===== config.mk =====
export PLATFORM = sky130hd
export DESIGN_NAME = dds_freq_meter
export DESIGN_NICKNAME = d
export VERILOG_FILES = /design/src/rtl/dds_meter_pkg.sv /design/src/rtl/dds_cross_det.sv /design/src/rtl/dds_freq_meter.sv
export SDC_FILE = /design/constraint.sdc
export NUM_CORES = 1
export LEC_CHECK = 0
export ABC_AREA = 1
export CORE_MARGIN = 5
export CORE_UTILIZATION = 45
export DETAILED_ROUTE_END_ITERATION = 8
export PLACE_DENSITY = 0.74
export SKIP_LAST_GASP = 1
export SLEW_MARGIN = 5
export SYNTH_ARGS = -nofsm -noshare
export SYNTH_HDL_FRONTEND = slang
export SYNTH_SLANG_ARGS = --single-unit
export TNS_END_PERCENT = 50

===== constraint.sdc =====
create_clock -name clk -period 1.88 [get_ports clk]
set_input_delay 0.47 -clock clk [delete_from_list [all_inputs] [get_ports clk]]
set_output_delay 0.47 -clock clk [all_outputs]
set_load 0.03 [all_outputs]

===== src/rtl/dds_meter_pkg.sv =====
// dds_meter_pkg: FSM state type, default parameters and small helpers shared by the DDS frequency meter.
package dds_meter_pkg;

    localparam int DATA_W      = 10;
    localparam int HYST        = 16;
    localparam int CNT_W       = 32;
    localparam int TIMEOUT_CYC = 1 << 24;

    typedef enum logic [1:0] {IDLE, ARM, MEAS, DONE} state_t;

    // A request for zero periods is measured as a single period.
    function automatic logic [7:0] norm_periods(input logic [7:0] n);
        return (n == 8'd0) ? 8'd1 : n;
    endfunction

endpackage


===== src/rtl/dds_cross_det.sv =====
// dds_cross_det: hysteresis crossing detector; arms on a valid sample below MID-HYST,
// then pulses evt once on the first valid sample at or above MID+HYST.
module dds_cross_det #(
    parameter int DATA_W = dds_meter_pkg::DATA_W,
    parameter int HYST   = dds_meter_pkg::HYST
) (
    input  logic              clk,
    input  logic              rst_n,
    input  logic [DATA_W-1:0] sample,
    input  logic              sample_vld,
    input  logic              clear,
    output logic              evt
);

    localparam int W1  = DATA_W + 1;
    localparam int MID = 1 << (DATA_W - 1);
    localparam logic [DATA_W:0] LO = W1'(MID - HYST);
    localparam logic [DATA_W:0] HI = W1'(MID + HYST);

    logic armed;
    logic lo;
    logic hi;

    assign lo  = sample_vld && ({1'b0, sample} < LO);
    assign hi  = sample_vld && ({1'b0, sample} >= HI);
    assign evt = armed && hi && !clear;

    always_ff @(posedge clk or negedge rst_n) begin
        if (!rst_n)
            armed <= 1'b0;
        else if (clear)
            armed <= 1'b0;
        else if (lo)
            armed <= 1'b1;
        else if (hi)
            armed <= 1'b0;
    end

endmodule


===== src/rtl/dds_freq_meter.sv =====
// dds_freq_meter: counts clk cycles spanned by n_periods waveform periods of a sampled signal.
// Optional measurement watchdog is enabled by defining DDS_FREQ_METER_TIMEOUT_EN.
module dds_freq_meter #(
    parameter int DATA_W      = dds_meter_pkg::DATA_W,
    parameter int HYST        = dds_meter_pkg::HYST,
    parameter int CNT_W       = dds_meter_pkg::CNT_W,
    parameter int TIMEOUT_CYC = dds_meter_pkg::TIMEOUT_CYC
) (
    input  logic              clk,
    input  logic              rst_n,
    input  logic [DATA_W-1:0] sample,
    input  logic              sample_vld,
    input  logic              start,
    input  logic [7:0]        n_periods,
    output logic              busy,
    output logic              done,
    output logic [CNT_W-1:0]  cyc_cnt,
    output logic              timeout
);

    import dds_meter_pkg::*;

`ifdef DDS_FREQ_METER_TIMEOUT_EN
    localparam bit TO_EN = 1'b1;
`else
    localparam bit TO_EN = 1'b0;
`endif

    localparam int               WD_W    = $clog2(TIMEOUT_CYC + 1);
    localparam logic [WD_W-1:0]  WD_LIM  = WD_W'(TIMEOUT_CYC - 1);
    localparam logic [CNT_W-1:0] CNT_MAX = '1;

    state_t           state;
    logic [CNT_W-1:0] cyc;
    logic [7:0]       per;
    logic [7:0]       n_lat;
    logic [WD_W-1:0]  wd;
    logic             evt;
    logic             accept;
    logic             last;
    logic             wd_hit;

    assign accept = (state == IDLE) && start;
    assign last   = evt && (per + 8'd1 == n_lat);
    // wd equals cycles elapsed since the accepted start; hitting WD_LIM puts done exactly TIMEOUT_CYC after start.
    assign wd_hit = TO_EN && (wd >= WD_LIM);

    dds_cross_det #(
        .DATA_W (DATA_W),
        .HYST   (HYST)
    ) u_det (
        .clk        (clk),
        .rst_n      (rst_n),
        .sample     (sample),
        .sample_vld (sample_vld),
        .clear      (accept),
        .evt        (evt)
    );

    always_ff @(posedge clk or negedge rst_n) begin
        if (!rst_n) begin
            state   <= IDLE;
            busy    <= 1'b0;
            done    <= 1'b0;
            cyc_cnt <= '0;
            timeout <= 1'b0;
            cyc     <= '0;
            per     <= '0;
            n_lat   <= '0;
            wd      <= '0;
        end else begin
            done <= 1'b0;
            if (wd != '1)
                wd <= wd + 1'b1;
            case (state)
                IDLE: begin
                    if (start) begin
                        state   <= ARM;
                        busy    <= 1'b1;
                        timeout <= 1'b0;
                        n_lat   <= norm_periods(n_periods);
                        cyc     <= '0;
                        per     <= '0;
                        wd      <= WD_W'(1);
                    end
                end
                ARM: begin
                    if (wd_hit) begin
                        state   <= DONE;
                        done    <= 1'b1;
                        busy    <= 1'b0;
                        cyc_cnt <= '0;
                        timeout <= 1'b1;
                    end else if (evt) begin
                        // The first event cycle counts as 0, so cyc reads 1 on the cycle after it.
                        state <= MEAS;
                        cyc   <= CNT_W'(1);
                        per   <= '0;
                    end
                end
                MEAS: begin
                    if (cyc != CNT_MAX)
                        cyc <= cyc + 1'b1;
                    if (evt)
                        per <= per + 8'd1;
                    if (last) begin
                        state   <= DONE;
                        done    <= 1'b1;
                        busy    <= 1'b0;
                        cyc_cnt <= cyc;
                    end else if (wd_hit) begin
                        state   <= DONE;
                        done    <= 1'b1;
                        busy    <= 1'b0;
                        cyc_cnt <= '0;
                        timeout <= 1'b1;
                    end
                end
                DONE:    state <= IDLE;
                default: state <= IDLE;
            endcase
        end
    end

endmodule


# [Word-level counts from Yosys, hierarchy flattened]
# Index checks and enable logic that the tools add are counted.
[op_classes] add_sub_neg=2 n_mux=21 eq_ne=10 n_reduce_logical=18 n_lt_le_gt_ge=2
[op_table] operator="$mux 32" n=3
[op_table] operator="$pmux 32 s3" n=1
[op_table] operator="$add 32x1->32 const B" n=1
[op_table] operator="$mux 8" n=4
[op_table] operator="$ne 32x32->1 const B" n=1
[op_table] operator="$pmux 8 s3" n=1
[op_table] operator="$ge 10x10->1 const B" n=1
[op_table] operator="$lt 10x9->1 const B" n=1
[op_table] operator="$ne 2x2->1 const B" n=5
[op_table] operator="$add 8x1->8 const B" n=1
[op_table] operator="$eq 8x8->1" n=1
[op_table] operator="$logic_not 8->1" n=1
[op_table] operator="$pmux 2 s4" n=1
[op_table] operator="$reduce_and 4->1" n=2
[op_table] operator="$mux 1" n=7
[op_table] operator="$logic_and 1x1->1" n=6
[op_table] operator="$mux 2" n=3
[op_table] operator="$reduce_and 3->1" n=2
[op_table] operator="$reduce_bool 3->1" n=2
[op_table] operator="$eq 2x2->1 const B" n=2
[op_table] operator="$reduce_and 2->1" n=2
[op_table] operator="$eq 2x1->1 const B" n=1
[op_table] operator="$logic_not 2->1" n=1
[op_table] operator="$pmux 1 s2" n=1
[op_table] operator="other kinds (2)" n=2
[word_totals] ff_bits=85 input_bits=22 out_inout_bits=35 wordCells=61

# [Depth between registers and ports, before layout]
[depth] depth_word=7 mapped_depth=14 depth_no_buf=14

# [Hierarchy]
# From an unflattened synthesis, not the netlist that was laid out.
[unflattened] hier_cells=681 hier_area_um2=4853.4
[by_module_without_submodules] module="dds_freq_meter" cells_per_inst=663 area_each_um2=4757.1 instances=1 seq_area_each_um2=2102.0
[by_module_without_submodules] module="dds_cross_det" cells_per_inst=18 area_each_um2=96.3 instances=1 seq_area_each_um2=25.0

# [Worst setup path before layout]
# OpenSTA, ideal clock, no wires.
[synth_path] path_kind="register -> register" start="register state[0]" end="register cyc[16]" slack_ns=0.047 setup_time_ns=0.066 period_less_slack_ns=1.833 required_ns=1.814 arrival_time_ns=1.768 stages_incl_launch_ff=12 path_buffers=2 path_cell_list="dfrtp_1 -> inv_1 -> ha_1 -> nand2_1 -> nand2_1 -> nor2_2 -> o22ai_1 -> nor2_2 -> buf_4 -> buf_6 -> nand4_1 -> nand2_1"
[synth_between] elab_chain_cells=6 word_cells_on_any_way=12 cone_classes="5 x eq/ne; 1 x mux; 6 x reduce/logical"
[synth_lines] element="start: declaration" line_no="dds_freq_meter.sv:33" source="state_t state;"
[synth_lines] element="start signal: assignment" line_no="dds_freq_meter.sv:62" source="state <= IDLE;"
[synth_lines] element="start signal: assignment" line_no="dds_freq_meter.sv:78" source="state <= ARM;"
[synth_lines] element="start signal: assignment" line_no="dds_freq_meter.sv:89" source="state <= DONE;"
[synth_lines] element="$logic_not 2->1" line_no="dds_freq_meter.sv:43, dds_freq_meter.sv:75"
[synth_lines] element="$logic_and 1x1->1" line_no="dds_freq_meter.sv:43" source="assign accept = (state == IDLE) && start;"
[synth_lines] element="$logic_not 1->1" line_no="dds_cross_det.sv:26" source="assign evt = armed && hi && !clear;"
[synth_lines] element="$logic_and 1x1->1" line_no="dds_cross_det.sv:26"
[synth_lines] element="$ne 2x2->1 (no source line)"
[synth_lines] element="$reduce_and 4->1 (no source line)"
[synth_lines] element="end signal: assignment" line_no="dds_freq_meter.sv:103" source="cyc <= cyc + 1'b1;"
[synth_lines] element="end: declaration" line_no="dds_freq_meter.sv:34" source="logic [CNT_W-1:0] cyc;"
# Parallel ways exist; a longest one is shown, timed or not.
# A chain may end at the register's enable or synchronous reset.

# [Final worst setup path]
[layout_path] start="register state[0]" end="register cyc_cnt[15]"
[layout_between] elab_chain_cells=6 word_cells_on_any_way=7 cone_classes="1 x eq/ne; 6 x reduce/logical"
[layout_lines] element="$logic_not 2->1" line_no="dds_freq_meter.sv:43"
[layout_lines] element="$logic_and 1x1->1" line_no="dds_freq_meter.sv:43"
[layout_lines] element="$logic_not 1->1" line_no="dds_cross_det.sv:26"
[layout_lines] element="$logic_and 1x1->1" line_no="dds_cross_det.sv:26"
[layout_lines] element="$logic_and 1x1->1" line_no="dds_freq_meter.sv:44" source="assign last = evt && (per + 8'd1 == n_lat);"
[layout_lines] element="$reduce_and 2->1 (no source line) *"
[layout_lines] element="end signal: assignment" line_no="dds_freq_meter.sv:110" source="cyc_cnt <= cyc;"
[layout_lines] element="end: declaration" line_no="dds_freq_meter.sv:17" source="output logic [CNT_W-1:0] cyc_cnt,"
# Every way passes the cells marked *; elsewhere a longest branch is shown, timed or not.

==> run summary <==
Status - finished, violations left
Fin area - 0.00662 mm^2
First-pass GRT wire length - 22.0 mm
Clock Path Buffers - 2
Vias in the first global route - 4652
Die height - 115 um
CTS Sinks - 85
Die area - 0.0132 mm^2
Core area - 0.0108 mm^2
Worst skew pair latency - 380 ps
Final period utilization - 1.04
Crit path capture type - register
RSZ-0062 raised after global routing - yes
Setup Crit Path Kind - register to register
YS warnings - 0
Cells after synthesis - 666
Initial antenna violation count - 0
Worst Tran Pin Value - 507 ps
CTS Buf Count - 9
Crit-path max FO - 6
Finished Layout Cells - 925
HPWL Detailed - 9.48 mm
Critical path's slowest cell - dfrtp_1
Fillers - 936
Overflow after GRT - 0
Drt total wl - 14.2 mm
DR vias/cell - 5.33
GR Util All Layers - 0.208
Yosys reg bits - 85
Max Cap Viol - 0
Layout cells sized above 1 - 0.192
CP peak stage delay - 370 ps
IO Count - 57
Final Skew - 11.1 ps
Fmax - 512 MHz
R2R cell count - 12
TritonRoute pass-1 iters - 5
Critical-path cell list - inv_1 > ha_2 > nand2_1 > nand2_1 > nor2_2 > buf_6 > nand4_4 > nor2_4 > nand3_4 > clkbuf_16 > nand2_1 > nand2_1
Maximum vdd drop - 759 uV
Register area share after synthesis - 0.431
Post-Place Cell Area - 0.00601 mm^2
CTS tree - built
Port Buffers - 51
Drc violations - 0
Most common cell on crit path - nand2_1
Final Hold Fails - 0
HP Class - primary input to async pin
Reg2Reg Setup Slack - -70 ps
Initial Utilization - 0.457
Iter 0 DRT Violations - 362
Synthesized area - 0.00493 mm^2
Critical path buffer and inverter count - 3
Tmin final - 1950 ps
Routed len/inst - 15.4 um
Distinct cells, synth - 37
Failing checks - negative setup slack
CTS clk-pin slew, worst paths - 90 ps
Reg2reg start - state[0]
Placed cells - 892
CTS Root Cell - clkbuf_8
DR vias - 4926
CP delay by family, top - simple AND/OR/NAND/NOR gates
Leakage power - 3.07 nW
# nets final - 807
GPL Wtd Cong - 0.924
H-tree depth - 3
Cell Pwr Density - 1080 mW/mm^2
Worst setup SP type - register
Mapped Nets - 693
Area growth syn-to-layout - 34.2%
Slew Viols, Final - 0
Rows - 38
Chip width - 115 um
Worst reg2reg endpoint - cyc_cnt[15]
CP arrival - 2230 ps
Largest net degree at the start of global routing - 86
Antenna Cells - 0
Synthesized area per cell - 7.41 um^2
Max_slew headroom - 0.662
Final ANT Viol Nets - 0
Worst Slack Setup Final - -74.4 ps
Final setup viols - 56
Req. time, crit path - 2150 ps
-- cell families after synthesis --
family	Yosys count	share of synthesized area
simple gates	415	0.389
buf+inv	95	0.0842
flops	85	0.431
compound gates	49	0.0535
xor+xnor	16	0.0284
fa+ha+maj	5	0.0127
other cells	1	0.000760
-- worst max-delay path by stage --
stage / end / from / cells after the start
5_1_grt: cyc_cnt[5] / state[0] / 12
3_5_place_dp: cyc_cnt[19] / sample[7] / 11
3_3_place_gp: cyc[18] / sample[4] / 9
6_report: cyc_cnt[15] / state[0] / 12
2_1_floorplan: cyc[16] / state[0] / 11
4_1_cts: cyc_cnt[1] / per[0] / 12
-- cells in the final DEF, fill, tap and decap left out, drive strengths merged, types with 11 or more instances in the layout --
cell type,n
nor2,59
nand2,215
inv,66
clkdlybuf4s50,49
xor2,11
nand3,55
clkbuf,16
nand4,56
nor3,21
dfrtp,85
o21ai,37
buf,77
-- timing repair --
action,4_1_cts,5_1_grt
endpoints found under the setup margin,65,105
endpoints found under the hold margin,0,0
hold buffers,0,0
gates cloned,0,6
resized for setup,7,42
setup buffers,1,10
pin swaps,2,13
-- worst reg2reg max path, stage by stage (launching register included) --
cell       delay, ps
dfrtp_1          370
inv_1             80
ha_2             210
nand2_1           90
nand2_1           60
nor2_2           120
buf_6            130
nand4_4          110
nor2_4           160
nand3_4          180
clkbuf_16        220
nand2_1           70
nand2_1           60
-- Yosys cell counts (all sizes together) --
cell / instances / area, um^2
conb: 1 / 3.75
o22ai: 1 / 6.26
xnor2: 5 / 43.8
nand3b: 2 / 15.0
buf: 17 / 123
a21o: 2 / 15.0
a31oi: 1 / 6.26
o21ai: 37 / 185
nand3: 55 / 310
nor4: 1 / 6.26
nor3b: 4 / 30.0
o21a: 1 / 7.51
nand4: 56 / 365
inv: 66 / 248
a21oi: 5 / 28.8
nor2: 59 / 260
a22oi: 1 / 7.51
nor3: 21 / 105
nand2: 215 / 815
o31ai: 1 / 7.51
xor2: 11 / 96.3
ha: 5 / 62.6
dfrtp: 85 / 2130
clkbuf: 12 / 45.0
and3: 2 / 12.5
-- stage by stage --
stage	TNS [ps]	hold WS, ps	setup WS (ps)	power [mW]	utilization
final	-1400	76.7	-74.4	7.17	0.613
after global routing	-7730	157	-155	7.54	0.613
after CTS	-553	150	-30.8	6.48	0.581
after detailed placement	-19810	459	-330	4.89	0.556
after global placement	-16190	453	-276	4.81	0.556
after floorplan	0	174	46.8	3.89	-
-- flip-flops by register name, summed over array words and instances (netlist names) --
signal and count:
busy 1, cyc 32, cyc_cnt 32, done 1
n_lat 8, per 8, state 2, u_det.armed 1
-- layout make-up --
type	instances	area, um^2	share of cell area
inverter	66	258	0.0389
multi-input combinational	486	2520	0.381
sequential	85	2130	0.322
timing repair buffer	132	1310	0.198
clock buffer	11	141	0.0214
clock inverter	5	83.8	0.0127
tap	140	175	0.0265
-- power breakdown --
part / switching, mW / internal (mW)
Combinational: 2.16 / 1.41
Clock: 0.706 / 0.787
Sequential: 0.124 / 1.98
Total: 2.99 / 4.18
-- metal layers --
metal  up-vias  wire [um]  track usage
li1       2417          -            -
met1      2305       6370        0.289
met2       176       6620        0.322
met3        28        910       0.0344
met4         0        353       0.0884
met5         -          0            0
Power figures use the tool's default switching activity.
